--- config.mk ---
export PLATFORM = sky130hd
export DESIGN_NAME = traffic_countdown
export DESIGN_NICKNAME = d
export VERILOG_FILES = /design/src/rtl/traffic_pkg.sv /design/src/rtl/bcd_down_counter.sv /design/src/rtl/traffic_countdown.sv
export SDC_FILE = /design/constraint.sdc
export NUM_CORES = 1
export LEC_CHECK = 0
export CORE_MARGIN = 4
export CORE_UTILIZATION = 48
export CTS_BUF_LIST = sky130_fd_sc_hd__clkbuf_4
export DETAILED_ROUTE_END_ITERATION = 6
export PLACE_DENSITY = 0.7
export SLEW_MARGIN = 0
export SYNTH_ARGS = -nofsm -noshare
export SYNTH_HDL_FRONTEND = slang
export SYNTH_SLANG_ARGS = --single-unit
--- constraint.sdc ---
create_clock -name clk -period 4.98 [get_ports clk]
set_input_delay 0.498 -clock clk [delete_from_list [all_inputs] [get_ports clk]]
set_output_delay 0.498 -clock clk [all_outputs]
set_load 0.02 [all_outputs]
--- src/rtl/traffic_pkg.sv ---
// Shared types, default durations and helpers for the countdown display.
package traffic_pkg;

  typedef enum logic [2:0] {
    NONE    = 3'd0,
    RED     = 3'd1,
    YEL     = 3'd2,
    GRN     = 3'd3,
    INVALID = 3'd4
  } phase_t;

  localparam int unsigned DEF_RED_TIME   = 30;
  localparam int unsigned DEF_YEL_TIME   = 5;
  localparam int unsigned DEF_GRN_TIME   = 60;
  localparam int unsigned DEF_FLASH_TIME = 10;
  localparam int unsigned MAX_TIME       = 99;

  // One-hot lamp pattern to phase; anything else is INVALID.
  function automatic phase_t decode_phase(input logic r, input logic y, input logic g);
    case ({r, y, g})
      3'b100:  return RED;
      3'b010:  return YEL;
      3'b001:  return GRN;
      default: return INVALID;
    endcase
  endfunction

  // Binary 0..99 to two packed BCD digits {tens, ones}.
  function automatic logic [7:0] to_bcd(input int unsigned v);
    return {4'(v / 10), 4'(v % 10)};
  endfunction

endpackage

--- src/rtl/bcd_down_counter.sv ---
// Two-digit BCD down counter with synchronous load; saturates at 00.
module bcd_down_counter (
  input  logic       clk,
  input  logic       reset,
  input  logic       load,
  input  logic [7:0] load_val,
  input  logic       dec,
  output logic [3:0] tens,
  output logic [3:0] ones,
  output logic       zero
);

  logic [3:0] next_tens;
  logic [3:0] next_ones;

  // Next count: load wins, otherwise borrow-aware decrement unless already 00.
  always_comb begin
    next_tens = tens;
    next_ones = ones;
    if (load) begin
      next_tens = load_val[7:4];
      next_ones = load_val[3:0];
    end else if (dec && !zero) begin
      if (ones == 4'd0) begin
        next_ones = 4'd9;
        next_tens = tens - 4'd1;
      end else begin
        next_ones = ones - 4'd1;
      end
    end
  end

  // Count register; zero flag tracks the registered value.
  always_ff @(posedge clk) begin
    if (!reset) begin
      tens <= 4'd0;
      ones <= 4'd0;
      zero <= 1'b1;
    end else begin
      tens <= next_tens;
      ones <= next_ones;
      zero <= (next_tens == 4'd0) && (next_ones == 4'd0);
    end
  end

endmodule

--- src/rtl/traffic_countdown.sv ---
// Phase tracker, countdown display and pedestrian lamps driven from the
// traffic controller's red/yellow/green outputs.
module traffic_countdown
  import traffic_pkg::*;
#(
  parameter int unsigned RED_TIME   = DEF_RED_TIME,
  parameter int unsigned YEL_TIME   = DEF_YEL_TIME,
  parameter int unsigned GRN_TIME   = DEF_GRN_TIME,
  parameter int unsigned FLASH_TIME = DEF_FLASH_TIME
) (
  input  logic       clk,
  input  logic       reset,
  input  logic       red,
  input  logic       yellow,
  input  logic       green,
  output logic [3:0] tens,
  output logic [3:0] ones,
  output logic       walk,
  output logic       ped_flash,
  output logic       dont_walk,
  output logic       phase_err,
  output logic       seq_err
);

  // Elaboration-time range checks on the timing parameters.
  if (RED_TIME < 1 || RED_TIME > MAX_TIME) begin : g_bad_red
    $fatal(1, "RED_TIME out of range 1..99");
  end
  if (YEL_TIME < 1 || YEL_TIME > MAX_TIME) begin : g_bad_yel
    $fatal(1, "YEL_TIME out of range 1..99");
  end
  if (GRN_TIME < 1 || GRN_TIME > MAX_TIME) begin : g_bad_grn
    $fatal(1, "GRN_TIME out of range 1..99");
  end
  if (FLASH_TIME > RED_TIME) begin : g_bad_flash
    $fatal(1, "FLASH_TIME exceeds RED_TIME");
  end

  localparam logic [6:0] RED_B   = 7'(RED_TIME);
  localparam logic [6:0] YEL_B   = 7'(YEL_TIME);
  localparam logic [6:0] GRN_B   = 7'(GRN_TIME);
  localparam logic [6:0] FLASH_B = 7'(FLASH_TIME);

  phase_t     cur_phase;
  phase_t     prev_phase;
  phase_t     last_colour;
  phase_t     next_prev;
  phase_t     next_last;

  logic       cnt_load;
  logic       cnt_dec;
  logic [7:0] cnt_load_val;
  logic       cnt_zero;
  logic [6:0] dur_bin;
  logic [6:0] cnt_bin;
  logic [6:0] next_bin;
  logic       is_change;
  logic       viol;
  logic       next_walk;
  logic       next_flash;

  assign cur_phase = decode_phase(red, yellow, green);

  // Phase history register; last_colour starts at GRN so a first RED is legal.
  always_ff @(posedge clk) begin
    if (!reset) begin
      prev_phase  <= NONE;
      last_colour <= GRN;
    end else begin
      prev_phase  <= next_prev;
      last_colour <= next_last;
    end
  end

  // Next phase history: remember every sample, and the last red/green seen.
  always_comb begin
    next_prev = cur_phase;
    next_last = last_colour;
    if (cur_phase == RED || cur_phase == GRN) begin
      next_last = cur_phase;
    end
  end

  // Counter control, sequence legality and next pedestrian lamp state.
  always_comb begin
    is_change = (cur_phase != prev_phase) && (cur_phase != INVALID);
    cnt_load  = is_change || (cur_phase == INVALID);
    cnt_dec   = !cnt_load;

    case (cur_phase)
      RED:     dur_bin = RED_B;
      YEL:     dur_bin = YEL_B;
      GRN:     dur_bin = GRN_B;
      default: dur_bin = 7'd0;
    endcase
    cnt_load_val = to_bcd(int'(dur_bin));

    viol = 1'b0;
    if (is_change) begin
      case (prev_phase)
        RED:     viol = (cur_phase == GRN);
        GRN:     viol = (cur_phase == RED);
        YEL:     viol = (cur_phase == last_colour);
        default: viol = 1'b0;
      endcase
    end

    cnt_bin = 7'(tens) * 7'd10 + 7'(ones);
    if (cnt_load) begin
      next_bin = dur_bin;
    end else if (cnt_zero) begin
      next_bin = 7'd0;
    end else begin
      next_bin = cnt_bin - 7'd1;
    end

    next_walk  = (cur_phase == RED) && (next_bin > FLASH_B);
    next_flash = (cur_phase == RED) && (next_bin != 7'd0) && (next_bin <= FLASH_B);
  end

  // Registered status and pedestrian outputs, aligned with the display.
  always_ff @(posedge clk) begin
    if (!reset) begin
      walk      <= 1'b0;
      ped_flash <= 1'b0;
      dont_walk <= 1'b1;
      phase_err <= 1'b0;
      seq_err   <= 1'b0;
    end else begin
      walk      <= next_walk;
      ped_flash <= next_flash;
      dont_walk <= !(next_walk || next_flash);
      phase_err <= (cur_phase == INVALID);
      seq_err   <= seq_err || viol;
    end
  end

  bcd_down_counter u_counter (
    .clk      (clk),
    .reset    (reset),
    .load     (cnt_load),
    .load_val (cnt_load_val),
    .dec      (cnt_dec),
    .tens     (tens),
    .ones     (ones),
    .zero     (cnt_zero)
  );

endmodule

* Word level (Yosys, flattened, before mapping) *
Index checks and enable logic that the tools add are counted.

cells by class
  add/subtract/negate cells = 4
  multiply operators = 1
  divide/modulo/power cells = 2
  magnitude comparators = 2
  eq/ne operators = 13
  multiplexer cells = 12
  reductions and logical operators = 17

operator list
  cell                    number
  $div A7 B4 Y32 const B  1
  $mod A7 B4 Y32 const B  1
  $mux W4                 6
  $pmux W6 S3             1
  $eq A3 B2 Y1 const B    5
  $mux W7                 2
  $logic_not A4 Y1        3
  $eq A3 B1 Y1 const B    3
  $pmux W3 S3             1
  $sub A4 B1 Y4 const B   2
  $add A7 B4 Y7           1
  $gt A7 B4 Y1 const B    1
  $le A7 B4 Y1 const B    1
  $reduce_bool A7 Y1      1
  $sub A7 B1 Y7 const B   1
  $eq A3 B3 Y1 const B    2
  $logic_and A1 B1 Y1     6
  $mul A4 B3 Y6 const B   1
  $logic_or A1 B1 Y1      4
  $eq A3 B3 Y1            1
  $logic_not A1 Y1        3
  $ne A3 B3 Y1            1
  $ne A3 B3 Y1 const B    1
  $pmux W1 S3             1
  $mux W1                 1

word-level totals
  register bits after elaboration = 20
  input port bits = 5
  word-level logic and storage cells = 61

* Longest topological paths before layout *
Gate-level depths: netlist of run 1.

  depth after elaboration = 11
  depth in mapped cells = 11
  gate-level depth less buffers = 11

* Cells and area by module *
From an unflattened synthesis of run 1, not the netlist that was laid out.

unflattened totals
  cells, all modules = 195
  area, all modules = 1581.5 µm²

modules (own cells, without submodules)
  module             instances  cells an instance  area each (µm²)
  traffic_countdown  1          134                1051.0
  bcd_down_counter   1          61                 530.5

* Worst setup path after synthesis of run 1 *
Ideal clock, no wire load.

  path type = register to register
  from = register u_counter.tens[1]
  to = register ped_flash
  arrival = 2.773 ns
  path slack = 2.134 ns
  cell stages (with the launch flop) = 11
  path buffers = 0
  clock period less this slack = 2.846 ns
  path through = dfxtp_1 > ha_1 > ha_1 > inv_1 > fa_1 > ha_1 > or4bb_1 > mux2i_1 > o311a_1 > nand2_1 > nor3_2

on the way
  cells in the longest elaborated chain, start to end = 8
  elaborated cells between the ends (all ways) = 9

ends and longest elaborated chain
  item                                                                  line                      source
  start, declared                                                       bcd_down_counter.sv:8     output logic [3:0] tens,
  start signal, assigned                                                bcd_down_counter.sv:40    tens <= next_tens;
  $mul A4 B3 Y6 *                                                       traffic_countdown.sv:108  cnt_bin = 7'(tens) * 7'd10 + 7'(ones);
  $add A7 B4 Y7 *                                                       traffic_countdown.sv:108
  $sub A7 B1 Y7 *                                                       traffic_countdown.sv:114  next_bin = cnt_bin - 7'd1;
  $mux W7 *                                                             traffic_countdown.sv:111  end else if (cnt_zero) begin
  $mux W7 *                                                             traffic_countdown.sv:109  if (cnt_load) begin
  parallel branches: the longest is 2 deep, another holds $le A7 B4 Y1  n/a
  $logic_and A1 B1 Y1 *                                                 traffic_countdown.sv:118  next_flash = (cur_phase == RED) && (next_bin != 7'd0) && (next_bin <= FLASH_B);
  end signal, assigned                                                  traffic_countdown.sv:131  ped_flash <= next_flash;
  end, declared                                                         traffic_countdown.sv:19   output logic ped_flash,

Mark *: on every way between the ends.
A chain may end at the register's enable or synchronous reset.

* Final worst setup path of run 1 *
  from = register u_counter.tens[3]
  to = register dont_walk

on the way
  cells in the longest elaborated chain, start to end = 10
  elaborated cells between the ends (all ways) = 13

ends and longest elaborated chain
  item                                                                  line                      source
  $mul A4 B3 Y6 *                                                       traffic_countdown.sv:108
  $add A7 B4 Y7 *                                                       traffic_countdown.sv:108
  $sub A7 B1 Y7 *                                                       traffic_countdown.sv:114
  $mux W7 *                                                             traffic_countdown.sv:111
  $mux W7 *                                                             traffic_countdown.sv:109
  parallel branches: the longest is 3 deep, another holds $gt A7 B4 Y1  n/a
  $logic_or A1 B1 Y1 *                                                  traffic_countdown.sv:132  dont_walk <= !(next_walk || next_flash);
  $logic_not A1 Y1 *                                                    traffic_countdown.sv:132
  end signal, assigned                                                  traffic_countdown.sv:132
  end, declared                                                         traffic_countdown.sv:20   output logic dont_walk,

Marks and branches as above.

==> metrics.txt, run 1 <==
Hold Vio Cnt, Final 0; worst-margin pin slew 0.512 ns; EDFF count, synth 0; GRT Total Usage 17.6%; Post-CTS Hold Buffers 0; initial core utilization 51.0%; sequential fraction of the synthesis area 24.0%; most common cell in the netlist inv_1; grt total ovfl 0; antenna cell count 0; crit end category register; First-pass DRT Iterations 4; io pins 18; P_leak 0.649 nW; Nets 221; worst min-delay path class register to register; M1 GR Usage 23.0%; dpl hpwl 2720 µm; power share of the clock group 24.5%; fin util 57.8%; Sw Share 32.0%; Fmax achieved 0.335 GHz; Critical-path top delay cell a2111oi_0; drt via density 5.74; Layout area overhead 13.3%; worst clock skew 0.00486 ns; Top Family by Delay on Critical Path compound AO/OA/AOI/OAI gates; status finished, final reports clean; Synth top area share 24.0%; area leader, netlist dfxtp_1; Period minus WS final 2.98 ns; clk sinks 19; type of origin of the critical path register; setup violators final 0; Port Buffers 17; Detailed Route Iter0 Violations 97; clock buffer count from CTS 3; Rel. slew slack 65.0%; Synth Flop Type dfxtp_1; crit path DAT 3.18 ns; cell internal pwr 0.000235 W; GRT met2 Usage 28.7%; Commonest cells post-synth inv_1, dfxtp_1, nand2_1; CP Class register to register; worst-path cell chain ha_1 -> ha_1 -> inv_1 -> fa_1 -> ha_1 -> a2111oi_0 -> o21ai_0 -> o311a_1 -> a311o_2; vias in the first global route 1360; worst-skew pair later-pin latency 0.30 ns; Worst Path Max Fanout 4; busiest layer in global routing met2; sequential share of power 48.6%; Core Region 3100 µm²; Die X-Extent 65.4 µm; routed length per instance 14.5 µm; GP Congestion 0.831; initial antenna violation count 0; Detail Route Antenna Nets 0; H-tree lvl count 1; TritonCTS clock tree built; # DRC 0; global-route wire length before repair 6030 µm; share of cells above drive strength 1 10.0%; critical path buffer and inverter count 1; maximum clock path buffer count 2; Worst path max stage delay 0.50 ns; ranking of synthesized cells by area dfxtp_1, ha_1, inv_1; Core Rows 20; clock transition at the registers of the reported paths 0.11 ns; Die Y 65.4 µm; CTS resizes 0; most frequent CP cell ha_1; via count 1400; Post-CTS Setup Inserts 0; clock root cell clkbuf_4; yosys warns 0; VDD IR-drop max 0.0861 mV; Max-cap violations 0; unrepaired setup endpoints after global routing false; Slew Limit Fails 0; flops & latches, synth 19; met3 Usage GRT 2.74%; Period Utilization, post-route 59.9%; FFs w/ async S/R, synth 0%; post-synth net total 206; PwrDens 193 nW/µm²; cell area after synthesis 1580 µm²; Crit path required time 5.17 ns; Comb power frac 26.9%; Detailed Route WL 3530 µm; setup TNS 0 ns; Cell variety after synth 55; synthesized netlist cell count 186; NetSw 0.000111 W; Die ar. 4280 µm²; largest net degree at the start of global routing 17; Synth Area per Inst 8.51 µm²
path summary, 6_finish.rpt:
path	start	endpoint	slack [ns]	depth (start not counted)
setup / recovery	u_counter.tens[3]	dont_walk	2.00	9
hold / removal	last_colour[2]	last_colour[2]	0.47	2
setup reg to reg	u_counter.tens[3]	dont_walk	2.00	9
hold reg to reg	last_colour[2]	last_colour[2]	0.47	2
through the flow:
| stage | instances | area (µm²) | hold slack, ns | worst slack [ns] | total power [W] |
|---|---|---|---|---|---|
| finish | 244 | 1790 | 0.465 | 2.00 | 0.000346 |
| global route | 244 | 1790 | 0.500 | 1.85 | 0.000365 |
| CTS | 244 | 1790 | 0.466 | 2.00 | 0.000348 |
| detailed placement | 240 | 1760 | 0.450 | 2.04 | 0.000264 |
| global placement | 240 | 1760 | 0.443 | 2.13 | 0.000259 |
| floorplan | 186 | 1580 | 0.415 | 2.13 | 0.000240 |
cell usage in the layout, fill, tap and decap left out, drive strengths merged, types with 2 or more instances in the layout:
| cell | netlist | final |
|---|---|---|
| inv | 20 | 20 |
| dfxtp | 19 | 19 |
| nand2 | 18 | 18 |
| clkdlybuf4s50 | 0 | 17 |
| o21ai | 15 | 15 |
| ha | 13 | 13 |
| nor2 | 7 | 7 |
| xnor2 | 6 | 6 |
| and2 | 6 | 6 |
| a21oi | 5 | 5 |
| nand3b | 5 | 5 |
| nor4 | 5 | 5 |
| nand3 | 4 | 4 |
| clkbuf | 4 | 4 |
| a2111oi | 4 | 4 |
| nand2b | 3 | 3 |
| or2 | 3 | 3 |
| a21o | 3 | 3 |
| nor2b | 3 | 3 |
| o21a | 3 | 3 |
| xor2 | 3 | 3 |
| o31ai | 2 | 2 |
| or3 | 2 | 2 |
| mux2 | 2 | 2 |
| a31oi | 2 | 2 |
| fa | 2 | 2 |
| nor3b | 2 | 2 |
| a21boi | 2 | 2 |
| a211oi | 2 | 2 |
kinds of logic (layout without fill, tap and decap cells):
kind of cell	after synthesis	count (layout)	synth area share (%)
AO/OA/AOI/OAI	47	47	22.9
XOR/XNOR	9	9	4.98
adder cells (fa/ha/maj)	16	16	13.4
flip-flops	19	19	24.0
buffers and inverters	27	41	7.59
multiplexers	3	3	2.06
AND/OR/NAND/NOR	65	65	25.0
power groups by stage:
stage	Sequential [W]	Combinational (W)	Clock (W)
2_1_floorplan	0.000169	0.0000712	0
3_5_place_dp	0.000172	0.0000923	0
6_report	0.000168	0.0000929	0.0000848
3_3_place_gp	0.000171	0.0000884	0
5_1_grt	0.000170	0.000103	0.0000928
4_1_cts	0.000168	0.0000929	0.0000866
worst min-delay path, stage by stage, from the launching register on:
cell and delay [ns]:
dfxtp_1 0.31, inv_1 0.07, nor2_1 0.05
sequential cells by signal (all words and copies together), names as in the netlist:
| signal | cells |
|---|---|
| u_counter.ones | 4 |
| u_counter.tens | 4 |
| last_colour | 3 |
| prev_phase | 3 |
| dont_walk | 1 |
| ped_flash | 1 |
| seq_err | 1 |
| u_counter.zero | 1 |
| walk | 1 |
per-layer routing:
| layer | wire length (µm) | vias to the layer above |
|---|---|---|
| met2 | 1630 | 34 |
| li1 | - | 690 |
| met5 | 0 | - |
| met3 | 125 | 7 |
| met1 | 1710 | 669 |
| met4 | 70 | 0 |
area by class of cell:
class	count	area, µm²
fillers	318	1310
multi-input cells	140	1080
flip-flops and latches	19	380
repair buffers	17	170
inverters	20	75.1
well taps	44	55.1
clock buffers	4	30.0
Power figures use the tool's default switching activity.
==> inputs of run 2 (changes only) <==
--- a/config.mk
+++ b/config.mk
@@ -9,7 +9,7 @@
 export CORE_UTILIZATION = 48
 export CTS_BUF_LIST = sky130_fd_sc_hd__clkbuf_4
 export DETAILED_ROUTE_END_ITERATION = 6
-export PLACE_DENSITY = 0.7
+export PLACE_DENSITY = 0.73
 export SLEW_MARGIN = 0
 export SYNTH_ARGS = -nofsm -noshare
 export SYNTH_HDL_FRONTEND = slang
==> constraint.sdc (replaced) <==
create_clock -name clk -period 2.7 [get_ports clk]
set_input_delay 0.27 -clock clk [delete_from_list [all_inputs] [get_ports clk]]
set_output_delay 0.27 -clock clk [all_outputs]
set_load 0.02 [all_outputs]
==> run 2 against run 1 <==
Against the previous run:
- the run now ends with setup timing left
- total power is 96% higher
- via count grew 4.9%
- combinational power is 130% higher
- global-route usage rose by 1.7 points
- highest routed layer unchanged
==> metrics.txt, run 2 (synthesis results as in run 1) <==
status complete, but fails checks; failing checks setup timing; clock transition at the registers of the reported paths 0.12 ns; Inst Count DP 251; Die ar. 4280 µm²; Sw Share 34.3%; Period Utilization, post-route 100%; # DRC 0; vias in the first global route 1478; Max-cap violations 0; worst clock skew 0.00185 ns; Endpoint, Worst Hold last_colour[2]; GP Congestion 0.868; dpl ws -0.0852 ns; fin util 63.9%; most frequent CP cell ha_4; Comb power frac 31.8%; clk sinks 19; largest net degree at the start of global routing 16; crit end category register; GRT met2 Usage 31.1%; power share of the clock group 23.1%; H-tree lvl count 1; cells on worst reg2reg path 10; PwrDens 343 nW/µm²; fin cells 258; cell internal pwr 0.000446 W; Power, Total 0.000679 W; Period minus WS final 2.70 ns; sequential share of power 45.1%; worst-margin pin slew 0.474 ns; min setup slack post-route -0.00165 ns; Fmax achieved 0.370 GHz; top flop regs u_counter.ones (4), u_counter.tens (4); clock root cell clkbuf_4; initial core utilization 51.0%; Port Buffers 17; Critical-path top delay cell fa_2; Die Y 65.4 µm; VDD IR-drop max 0.253 mV; Post-CTS Hold Buffers 0; design area 1980 µm²; critical path buffer and inverter count 2; global-route wire length before repair 6550 µm; most frequent cells in the layout inv_1, nand2_1, clkdlybuf4s50_1, dfxtp_1; M1 GR Usage 25.3%; worst-skew pair later-pin latency 0.31 ns; busiest layer in global routing met2; crit path DAT 2.91 ns; fill count 271; NetSw 0.000233 W; CP startpoint u_counter.tens[1]; Detailed Route WL 3910 µm; Core Rows 20; clock buffer count from CTS 3; setup violators final 1; Rel. slew slack 68.1%; met3 Usage GRT 2.74%; worst min-delay path class register to register; unrepaired setup endpoints after global routing true; dpl hpwl 2830 µm; type of origin of the critical path register; via count 1468; placed cell area 1860 µm²; First-pass DRT Iterations 4; r2r setup slk -0.002 ns; drt via density 5.69; Top Family by Delay on Critical Path adder cells; antenna cell count 0; io pins 18; Slew Limit Fails 0; Detail Route Antenna Nets 0; FF/Latch Area 387 µm²; TritonCTS clock tree built; Worst path max stage delay 0.56 ns; grt total ovfl 0; GRT Total Usage 19.3%; commonest non-fill, non-tap cell in the layout inv_1; Worst Path Max Fanout 4; Layout area overhead 25.3%; P_leak 0.727 nW; worst-path cell chain ha_4 -> ha_4 -> inv_2 -> fa_2 -> ha_4 -> buf_6 -> nand3_2 -> mux2i_1 -> o311a_1 -> a311o_2; maximum clock path buffer count 2; Crit path required time 2.91 ns; hold path cells 2; Core Region 3100 µm²; footprint of the multi-input gates 1160 µm²; routed length per instance 15.1 µm; share of cells above drive strength 1 21.5%; Detailed Route Iter0 Violations 67; CP Class register to register; HP Start last_colour[2]; initial antenna violation count 0; Nets 235; Hold Vio Cnt, Final 0; r2r endpoint dont_walk; Worst R2R Start u_counter.tens[1]; Die X-Extent 65.4 µm
run 2: cell count changes in the layout (fill, tap and decap cells not counted), sizes merged:
cell | before | now
clkbuf | 4 | 3
clkinv | 0 | 1
buf | 0 | 14
run 2: final cells by class:
type / count / share of cell area [%]
clock inverter: 1 / 0.252
clock buffer: 3 / 1.14
timing repair buffer: 31 / 14.3
tap: 44 / 2.78
sequential: 19 / 19.5
multi-input combinational: 140 / 58.3
inverter: 20 / 3.79
run 2: worst max-delay path by stage:
stage | end | slack, ns | cells after the start
2_1_floorplan | ped_flash | 0.003 | 10
3_3_place_gp | ped_flash | 0.02 | 10
3_5_place_dp | ped_flash | -0.09 | 10
4_1_cts | dont_walk | -0.02 | 10
5_1_grt | dont_walk | -0.07 | 10
6_report | dont_walk | -0.002 | 10
run 2: power groups by stage:
| stage | registers (W) | clock network (W) | logic [W] |
|---|---|---|---|
| floorplan | 0.000312 | 0 | 0.000133 |
| global placement | 0.000312 | 0 | 0.000178 |
| detailed placement | 0.000313 | 0 | 0.000187 |
| CTS | 0.000307 | 0.000156 | 0.000198 |
| global route | 0.000309 | 0.000169 | 0.000235 |
| finish | 0.000306 | 0.000157 | 0.000216 |
run 2: worst reg2reg max path: stages, from the launching register on:
cell	delay [ns]
dfxtp_4	0.38
ha_4	0.27
ha_4	0.12
inv_2	0.03
fa_2	0.56
ha_4	0.22
buf_6	0.12
nand3_2	0.07
mux2i_1	0.07
o311a_1	0.40
a311o_2	0.37
run 2: timing repair:
action,4_1_cts,5_1_grt
setup buffers,3,0
gates resized for setup,10,8
endpoints found under the setup margin,3,3
pin swaps,8,7
run 2: metrics by stage:
stage	setup TNS (ns)	hold slack, ns
6_report	-0.00165	0.449
5_1_grt	-0.100	0.481
4_1_cts	-0.0192	0.451
3_5_place_dp	-0.158	0.433
2_1_floorplan	0	0.392
3_3_place_gp	0	0.427
run 2: routing by layer:
metal | share of wire, % | vias to the layer above
li1 | - | 720
met1 | 47 | 690
met2 | 47 | 49
met3 | 4.3 | 9
met4 | 1.5 | 0
met5 | 0 | -
